### src/rtl/fadd_rr_arbiter.sv
// Round-robin front end that shares one fixed-latency, non-stalling FP adder among N_REQ requesters.
// Define FADD_RR_ARBITER_STATS_EN to add per-requester accept counters (grant_cnt_o, stats_clr_i).
module fadd_rr_arbiter #(
    parameter int unsigned N_REQ   = 4,
    parameter int unsigned ID_W    = $clog2(N_REQ),
    parameter int unsigned ADD_LAT = 4,
    parameter int unsigned MAX_OUT = 3
) (
    input  logic                Clk,
    input  logic                Rst,
    input  logic [N_REQ-1:0]    req_valid_i,
    output logic [N_REQ-1:0]    req_ready_o,
    input  logic [32*N_REQ-1:0] req_a_i,
    input  logic [32*N_REQ-1:0] req_b_i,
    input  logic                hold_i,
    output logic                add_valid_o,
    output logic [31:0]         add_a_o,
    output logic [31:0]         add_b_o,
    input  logic [31:0]         add_result_i,
    input  logic                add_ready_i,
    output logic                res_valid_o,
    output logic [31:0]         res_data_o,
    output logic [ID_W-1:0]     res_id_o,
    output logic                idle_o,
    output logic                err_o
`ifdef FADD_RR_ARBITER_STATS_EN
    ,
    input  logic                stats_clr_i,
    output logic [16*N_REQ-1:0] grant_cnt_o
`endif
);

    localparam int unsigned NStages = ADD_LAT + 1;

    // Unpacked views of the packed operand buses.
    logic [31:0] req_a_arr [N_REQ];
    logic [31:0] req_b_arr [N_REQ];

    for (genvar g = 0; g < int'(N_REQ); g++) begin : g_unpack
        assign req_a_arr[g] = req_a_i[32*g +: 32];
        assign req_b_arr[g] = req_b_i[32*g +: 32];
    end

    logic [N_REQ-1:0] eligible;
    logic             grant_vld;
    logic [ID_W-1:0]  grant_id;
    logic [ID_W-1:0]  cand_id;

    logic [ID_W-1:0]    rr_ptr_q, rr_ptr_d;
    logic               add_valid_q;
    logic [31:0]        add_a_q, add_a_d;
    logic [31:0]        add_b_q, add_b_d;
    logic [NStages-1:0] tag_vld_q;
    logic [ID_W-1:0]    tag_id_q [NStages];
    logic               head_vld;
    logic [ID_W-1:0]    head_id;
    logic               res_valid_q;
    logic [31:0]        res_data_q;
    logic [ID_W-1:0]    res_id_q;
    logic               err_q;
    logic [2:0]         out_cnt_q [N_REQ];
    logic [2:0]         out_cnt_d [N_REQ];
    logic [N_REQ-1:0]   cnt_inc;
    logic [N_REQ-1:0]   cnt_dec;
    logic               cnt_zero;

    // Eligibility deliberately ignores results retiring this cycle.
    always_comb begin
        eligible = '0;
        for (int unsigned i = 0; i < N_REQ; i++) begin
            eligible[i] = req_valid_i[i] & ~hold_i & (out_cnt_q[i] < 3'(MAX_OUT));
        end
    end

    always_comb begin
        grant_vld = 1'b0;
        grant_id  = '0;
        cand_id   = '0;
        for (int unsigned k = 1; k <= N_REQ; k++) begin
            cand_id = ID_W'((32'(rr_ptr_q) + k) % N_REQ);
            if (!grant_vld && eligible[cand_id]) begin
                grant_vld = 1'b1;
                grant_id  = cand_id;
            end
        end
    end

    always_comb begin
        req_ready_o = '0;
        if (grant_vld) begin
            req_ready_o[grant_id] = 1'b1;
        end
    end

    always_comb begin
        rr_ptr_d = rr_ptr_q;
        add_a_d  = add_a_q;
        add_b_d  = add_b_q;
        if (grant_vld) begin
            rr_ptr_d = grant_id;
            add_a_d  = req_a_arr[grant_id];
            add_b_d  = req_b_arr[grant_id];
        end
    end

    assign head_vld = tag_vld_q[NStages-1];
    assign head_id  = tag_id_q[NStages-1];

    always_comb begin
        cnt_inc = '0;
        cnt_dec = '0;
        for (int unsigned i = 0; i < N_REQ; i++) begin
            cnt_inc[i]   = grant_vld & (grant_id == ID_W'(i));
            cnt_dec[i]   = res_valid_q & (res_id_q == ID_W'(i));
            out_cnt_d[i] = out_cnt_q[i];
            if (cnt_inc[i] && !cnt_dec[i]) begin
                out_cnt_d[i] = out_cnt_q[i] + 3'd1;
            end else if (cnt_dec[i] && !cnt_inc[i]) begin
                out_cnt_d[i] = out_cnt_q[i] - 3'd1;
            end
        end
    end

    always_comb begin
        cnt_zero = 1'b1;
        for (int unsigned i = 0; i < N_REQ; i++) begin
            if (out_cnt_q[i] != 3'd0) begin
                cnt_zero = 1'b0;
            end
        end
    end

    always_ff @(posedge Clk) begin
        if (Rst) begin
            rr_ptr_q    <= '0;
            add_valid_q <= 1'b0;
            add_a_q     <= '0;
            add_b_q     <= '0;
            tag_vld_q   <= '0;
            res_valid_q <= 1'b0;
            res_data_q  <= '0;
            res_id_q    <= '0;
            err_q       <= 1'b0;
            for (int unsigned s = 0; s < NStages; s++) begin
                tag_id_q[s] <= '0;
            end
            for (int unsigned i = 0; i < N_REQ; i++) begin
                out_cnt_q[i] <= '0;
            end
        end else begin
            rr_ptr_q    <= rr_ptr_d;
            add_valid_q <= grant_vld;
            add_a_q     <= add_a_d;
            add_b_q     <= add_b_d;
            // Tag enters on the accept edge; the last stage lines up with add_ready_i.
            tag_vld_q   <= {tag_vld_q[NStages-2:0], grant_vld};
            tag_id_q[0] <= grant_id;
            for (int unsigned s = 1; s < NStages; s++) begin
                tag_id_q[s] <= tag_id_q[s-1];
            end
            res_valid_q <= head_vld;
            res_id_q    <= head_id;
            res_data_q  <= add_result_i;
            if (add_ready_i != head_vld) begin
                err_q <= 1'b1;
            end
            for (int unsigned i = 0; i < N_REQ; i++) begin
                out_cnt_q[i] <= out_cnt_d[i];
            end
        end
    end

    assign add_valid_o = add_valid_q;
    assign add_a_o     = add_a_q;
    assign add_b_o     = add_b_q;
    assign res_valid_o = res_valid_q;
    assign res_data_o  = res_data_q;
    assign res_id_o    = res_id_q;
    assign err_o       = err_q;
    assign idle_o      = cnt_zero & ~add_valid_q;

`ifdef FADD_RR_ARBITER_STATS_EN
    logic [15:0] grant_cnt_q [N_REQ];

    // Clear wins over a same-cycle increment; counters stick at all-ones.
    always_ff @(posedge Clk) begin
        for (int unsigned i = 0; i < N_REQ; i++) begin
            if (Rst || stats_clr_i) begin
                grant_cnt_q[i] <= '0;
            end else if (cnt_inc[i] && (grant_cnt_q[i] != 16'hFFFF)) begin
                grant_cnt_q[i] <= grant_cnt_q[i] + 16'd1;
            end
        end
    end

    for (genvar g = 0; g < int'(N_REQ); g++) begin : g_stats
        assign grant_cnt_o[16*g +: 16] = grant_cnt_q[g];
    end
`endif

endmodule
### config.mk
export PLATFORM = sky130hd
export DESIGN_NAME = fadd_rr_arbiter
export DESIGN_NICKNAME = d
export VERILOG_FILES = /design/src/rtl/fadd_rr_arbiter.sv
export SDC_FILE = /design/constraint.sdc
export NUM_CORES = 1
export LEC_CHECK = 0
export CAP_MARGIN = 20
export CORE_AREA = 2 2 163 165
export CTS_BUF_LIST = sky130_fd_sc_hd__clkbuf_4
export CTS_CLUSTER_SIZE = 8
export DETAILED_ROUTE_END_ITERATION = 8
export DIE_AREA = 0 0 165 167
export PLACE_DENSITY_LB_ADDON = 0.1
export SLEW_MARGIN = 15
export SYNTH_ARGS = -nofsm -noshare
export SYNTH_HDL_FRONTEND = slang
export SYNTH_SLANG_ARGS = --single-unit
export TNS_END_PERCENT = 30
### constraint.sdc
create_clock -name Clk -period 7.8 [get_ports Clk]
set_input_delay 2.34 -clock Clk [delete_from_list [all_inputs] [get_ports Clk]]
set_output_delay 2.34 -clock Clk [all_outputs]
set_load 0.01 [all_outputs]
Word level (Yosys, flattened, before mapping)
Memories as Yosys holds them, arrays and structs flattened. A register that Yosys moved wholly into a read port is not among the register bits.
Cells that the tools add are included.
Widths: inputs -> output; s select.
{"block": "totals", "regBits": 106, "ram_bits": 22, "out_inout_bits": 106, "elab_cells": 147, "memories": 2}
{"block": "op_classes", "n_addsub": 12, "magnitude_cmp": 11, "n_eq_ne": 7, "n_mux": 49, "n_bitwise": 29, "reduce_logical": 29}
{"memory": "out_cnt_q", "depth": 4, "width": 3, "read_ports": 4, "rd_ports_with_merged_regs": 0, "write_ports": 4, "line": "61", "text": "logic [2:0] out_cnt_q [N_REQ];"}
{"memory": "tag_id_q", "depth": 5, "width": 2, "read_ports": 5, "rd_ports_with_merged_regs": 1, "write_ports": 5, "line": "54", "text": "logic [ID_W-1:0] tag_id_q [NStages];"}
{"cell": "$bmux 32 s2", "n": 2}
{"cell": "$mux 32", "n": 4}
{"cell": "$mux 3", "n": 12}
{"cell": "$mux 2", "n": 9}
{"cell": "$and 1x1->1", "n": 17}
{"cell": "$mux 1", "n": 16}
{"cell": "$lt 2x3->1 const B", "n": 5}
{"cell": "$add 3x1->3 const B", "n": 4}
{"cell": "$logic_and 1x1->1", "n": 12}
{"cell": "$lt 3x2->1 const B", "n": 4}
{"cell": "$reduce_bool 3->1", "n": 4}
{"cell": "$sub 3x1->3 const B", "n": 4}
{"cell": "$logic_not 1->1", "n": 11}
{"cell": "$or 1x1->1", "n": 9}
{"cell": "$bmux 1 s2", "n": 4}
{"cell": "$eq 2x2->1 const B", "n": 4}
{"cell": "$add 2x1->2 const B", "n": 2}
{"cell": "$add 2x2->2 const B", "n": 2}
{"cell": "$eq 2x1->1 const B", "n": 2}
{"cell": "$logic_not 2->1", "n": 2}
{"cell": "$mux 4", "n": 1}
{"cell": "$ge 3x3->1 const B", "n": 1}
{"cell": "$not 2->3", "n": 1}
{"cell": "$demux 1 s2", "n": 1}
{"cell": "3 further kinds", "n": 4}

Logic depth before layout (Yosys ltp)
{"block": "logic_depth", "depth_word": 22, "mapped_depth": 16}

Worst setup path before layout
Ideal clock, no wire load.
{"block": "synth_path", "path_type": "input-to-output", "from": "input port hold_i", "to": "output port req_ready_o[2]", "t_arrival_ns": 3.918, "slack_ns": 1.542, "path_stages": 7, "n_path_buf": 2, "cell_sequence": "or3b_4 -> a211oi_4 -> a211oi_2 -> a211o_1 -> buf_6 -> clkbuf_1 -> nor2_1"}
{"block": "synth_between", "elab_chain_cells": 20, "elab_cells_between_ends": 37, "classes_between": "2 x order compare; 19 x mux; 9 x bitwise; 7 x reduce/logical"}
{"element": "from (decl)", "line": "15", "text": "input logic hold_i,"}
{"element": "$not 1->1 *", "line": "71", "text": "eligible[i] = req_valid_i[i] & ~hold_i & (out_cnt_q[i] < 3'(MAX_OUT));"}
{"element": "$and 1x1->1 (2 in a row)", "line": "71"}
{"element": "$bmux 1 s2", "line": "81", "text": "if (!grant_vld && eligible[cand_id]) begin"}
{"element": "$mux 1 (not written as such)", "line": "81"}
{"element": "$mux 1", "line": "81"}
{"element": "$logic_not 1->1", "line": "81"}
{"element": "$logic_and 1x1->1", "line": "81"}
{"element": "$mux 1", "line": "81"}
{"element": "[3 not listed]"}
{"element": "$logic_not 1->1", "line": "81"}
{"element": "$logic_and 1x1->1", "line": "81"}
{"element": "$mux 2", "line": "81"}
{"element": "$lt 2x3->1 (not written as such) / $ge 2x1->1 (equally long branches)", "line": "91", "text": "req_ready_o[grant_id] = 1'b1;"}
{"element": "$logic_and 1x1->1 (not written as such)", "line": "91"}
{"element": "$mux 1 (not written as such)", "line": "91"}
{"element": "$demux 1 s2", "line": "91"}
{"element": "$mux 4 *", "line": "90", "text": "if (grant_vld) begin"}
{"element": "to (decl)", "line": "12", "text": "output logic [N_REQ-1:0] req_ready_o,"}
Mark *: on every way between the ends. The rest lies on a longest branch, timed or not. The select of a mux whose other input is x is not followed.

Worst setup path after layout
Ends and elaborated chain as after synthesis.

==> impl_metrics.yaml <==
cts:
  buffer_levels_on_the_longest_clock_path: 2
  clock_latency_ps: 560
  h-tree-depth: 4
  cts.sinks: 129
  postCtsResizedCells: 0
  clk_pin_slew_ps: 150
  tritoncts.num_buffers: 17
  cts.root.buffer_cell: "clkbuf_4"
  post-cts-setup-buffers: 0
  tritoncts: "done"
  cts_hold_buffers: 0
yosys:
  yosysTopAreaCellShare: 0.406
  flops_latches_synth: 129
  post_synth_instance_area_mm2: 0.00637
  synth.top_cells.by_area: "dfxtp_1, nand2_1, a32o_1, nand3_1, nor2b_1"
  fraction_of_the_yosys_area_taken_by_sequential_cells: 0.406
  netlist-cell-type-count: 42
  post_synth_inst_count: 786
  yosysMostFrequentCell: "nand2_1"
  ranking_of_synthesized_cells_by_instance_count: "nand2_1, dfxtp_1, nand3_1, a32o_1, nor2b_1"
  synth_edf_count: 0
  ys.warnings.count: 0
  syn_nets: 1090
  synth_flop_cell: "dfxtp_1"
  library_cell_with_the_largest_summed_area_after_synthesis: "dfxtp_1"
  asyncSetResetFlopFracSynth: 0
  synth_area_per_cell_um2: 8.10
global_routing:
  groute.usage.overall: 0.178
  grt_pass1_wl_um: 37500
  grtUsageMet1: 0.202
  grtUsageMet3: 0.0610
  grt_max_degree: 125
  global_route.overflow_total: 0
  grt_pass1_vias: 6556
  gr-max-usage-layer: "met2"
  initial_antenna_violation_count: 3
  met2_track_demand_over_resource: 0.309
floorplanning:
  io_pins: 402
  floorplan.die.height_um: 167
  floorplan.initialDensity: 0.247
  core_area_mm2: 0.0258
  fp.dieArea_mm2: 0.0276
  placement_row_count: 59
  die_w_um: 165
finish:
  final.fill_count: 2659
  nNetsFinal: 1455
  drive_above_1_share: 0.0730
  fin_area_mm2: 0.0108
  post-route-util: 0.421
  area.growth.synth_to_final_pct: 70.2
placed_design:
  place.detailed.hpwl_um: 18000
  gpl.final_weighted_congestion: 0.790
  detailedPlace.worstSlack_ps: 561
  port_buffers: 401
  placement.cell_area_mm2: 0.0105
flow_run:
  drv.max_cap_violation_count: 0
sta:
  layout_min_cycle_time_ps: 7240
  worst_slew_pin_slew_ps: 870
  finalSetupViolCount: 0
  setup-tns-final_ps: 0
  rsz0062_at_grt: "no"
  timing_max_transition_violations_final: 0
  fin_worst_skew_ps: 34.4
  fin_ws_ps: 562
  slew-limit-headroom: 0.420
  min_period_over_period: 0.928
  hold_viol: 0
  max_clock_freq_ghz: 0.138
power_and_ir_drop:
  worst_ir_drop_on_vdd_v: 0.000129
  leakagePower_nw: 4.17
  cellPowerDensity_mw_per_mm2: 262
min_path:
  min-delay-path-class: "reg2reg"
worst_setup_path:
  crit_path_end_kind: "output pin"
  critPathMaxFanout: 6
  worst_ep_arrival_time_ps: 4900
  cp.required_ps: 5460
  rrSetupSlack_ps: 4520
  critical_path.startpoint_type: "input pin"
  critPathKind: "in2out"
drt:
  post_drt_wl_per_cell_um: 16.7
  first_pass_iters: 4
  drcViolationCount: 0
  ant_nets: 0
  routed_via_density: 4.52
  totalWireLength_um: 25100
  drt_iter0_markers: 292
  routed-via-count: 6786
run_status:
  result_of_the_run: "completed"
cell families (layout without fill, tap and decap cells):
logic type	count (synthesis)	count (layout)	share of synthesized area
AOI/OAI and AO/OA	150	150	0.196
xor gates and xnor gates	9	9	0.0124
adders and majority gates	8	8	0.0204
buffers and inverters	70	448	0.0637
DFF	129	129	0.406
muxes	11	11	0.0197
other	0	3	0
and+or+nand+nor	409	409	0.282
stage by stage:
step / hold WS [ps] / instances / power [mW]
floorplan: 414 / 786 / 1.78
global placement: 416 / 1467 / 2.37
detailed placement: 420 / 1467 / 2.37
CTS: 435 / 1499 / 2.90
global route: 446 / 1502 / 3.05
finish: 427 / 1502 / 2.84
routing by layer:
metal	vias up	part of all wire	wire length, um
li1	3447	-	-
met1	3055	0.40	10100
met2	256	0.50	12500
met3	28	0.079	1990
met4	0	0.019	467
met5	-	0	0
placed cells by master, fill, tap and decap left out, types with 4 or more instances in the layout:
cell	count
mux2i_1	8
xor2_1	9
clkbuf_4	17
clkdlybuf4s50_1	400
o21ai_0	4
nand3_1	66
nand2_1	254
a21oi_1	37
nor2_1	22
a21oi_2	31
inv_8	7
a32o_1	63
nor2b_1	47
fa_1	4
or3_1	4
buf_4	7
ha_1	4
inv_1	6
dfxtp_1	129
where the power goes:
group	leakage [nW]	switching (mW)	internal, mW
logic	2.94	0.750	0.675
clock network	0.162	0.330	0.181
registers	1.07	0.0969	0.807
total	4.17	1.18	1.66
critical path, cell delays in order:
cell	delay (ps)
clkdlybuf4s50_1	540
nor2_1	70
and3_1	270
a211oi_1	570
o21a_4	260
nand2_1	90
nor2_1	190
clkdlybuf4s50_1	580
cell type report:
type,count,area (um^2),share of cell area
antenna,3,7.51,0.000693
clock buffer,17,128,0.0118
clock inverter,15,183,0.0169
inverter,7,26.3,0.00242
multi-input combinational,587,3410,0.315
sequential,129,2580,0.238
tap,335,419,0.0387
timing repair buffer,409,4080,0.376
path summary, 6_finish.rpt:
check | startpoint | endpoint | depth (start not counted)
hold reg to reg | tag_id_q[0][1]$_SDFF_PP0_ | tag_id_q[1][1]$_SDFF_PP0_ | 1
hold / removal | tag_id_q[0][1]$_SDFF_PP0_ | tag_id_q[1][1]$_SDFF_PP0_ | 1
setup / recovery | hold_i | req_ready_o[2] | 8
setup reg to reg | out_cnt_q[1][0]$_SDFFE_PP0P_ | out_cnt_q[2][2]$_SDFFE_PP0P_ | 12
flip-flops by register name (all words and copies together) (netlist names):
name / flops
add_b_o: 32
tag_vld_q: 5
res_data_o: 32
err_o: 1
tag_id_q: 10
res_id_o: 2
res_valid_o: 1
add_a_o: 32
out_cnt_q: 12
rr_ptr_q: 2
Note: power is estimated with default switching activity, not from simulation.
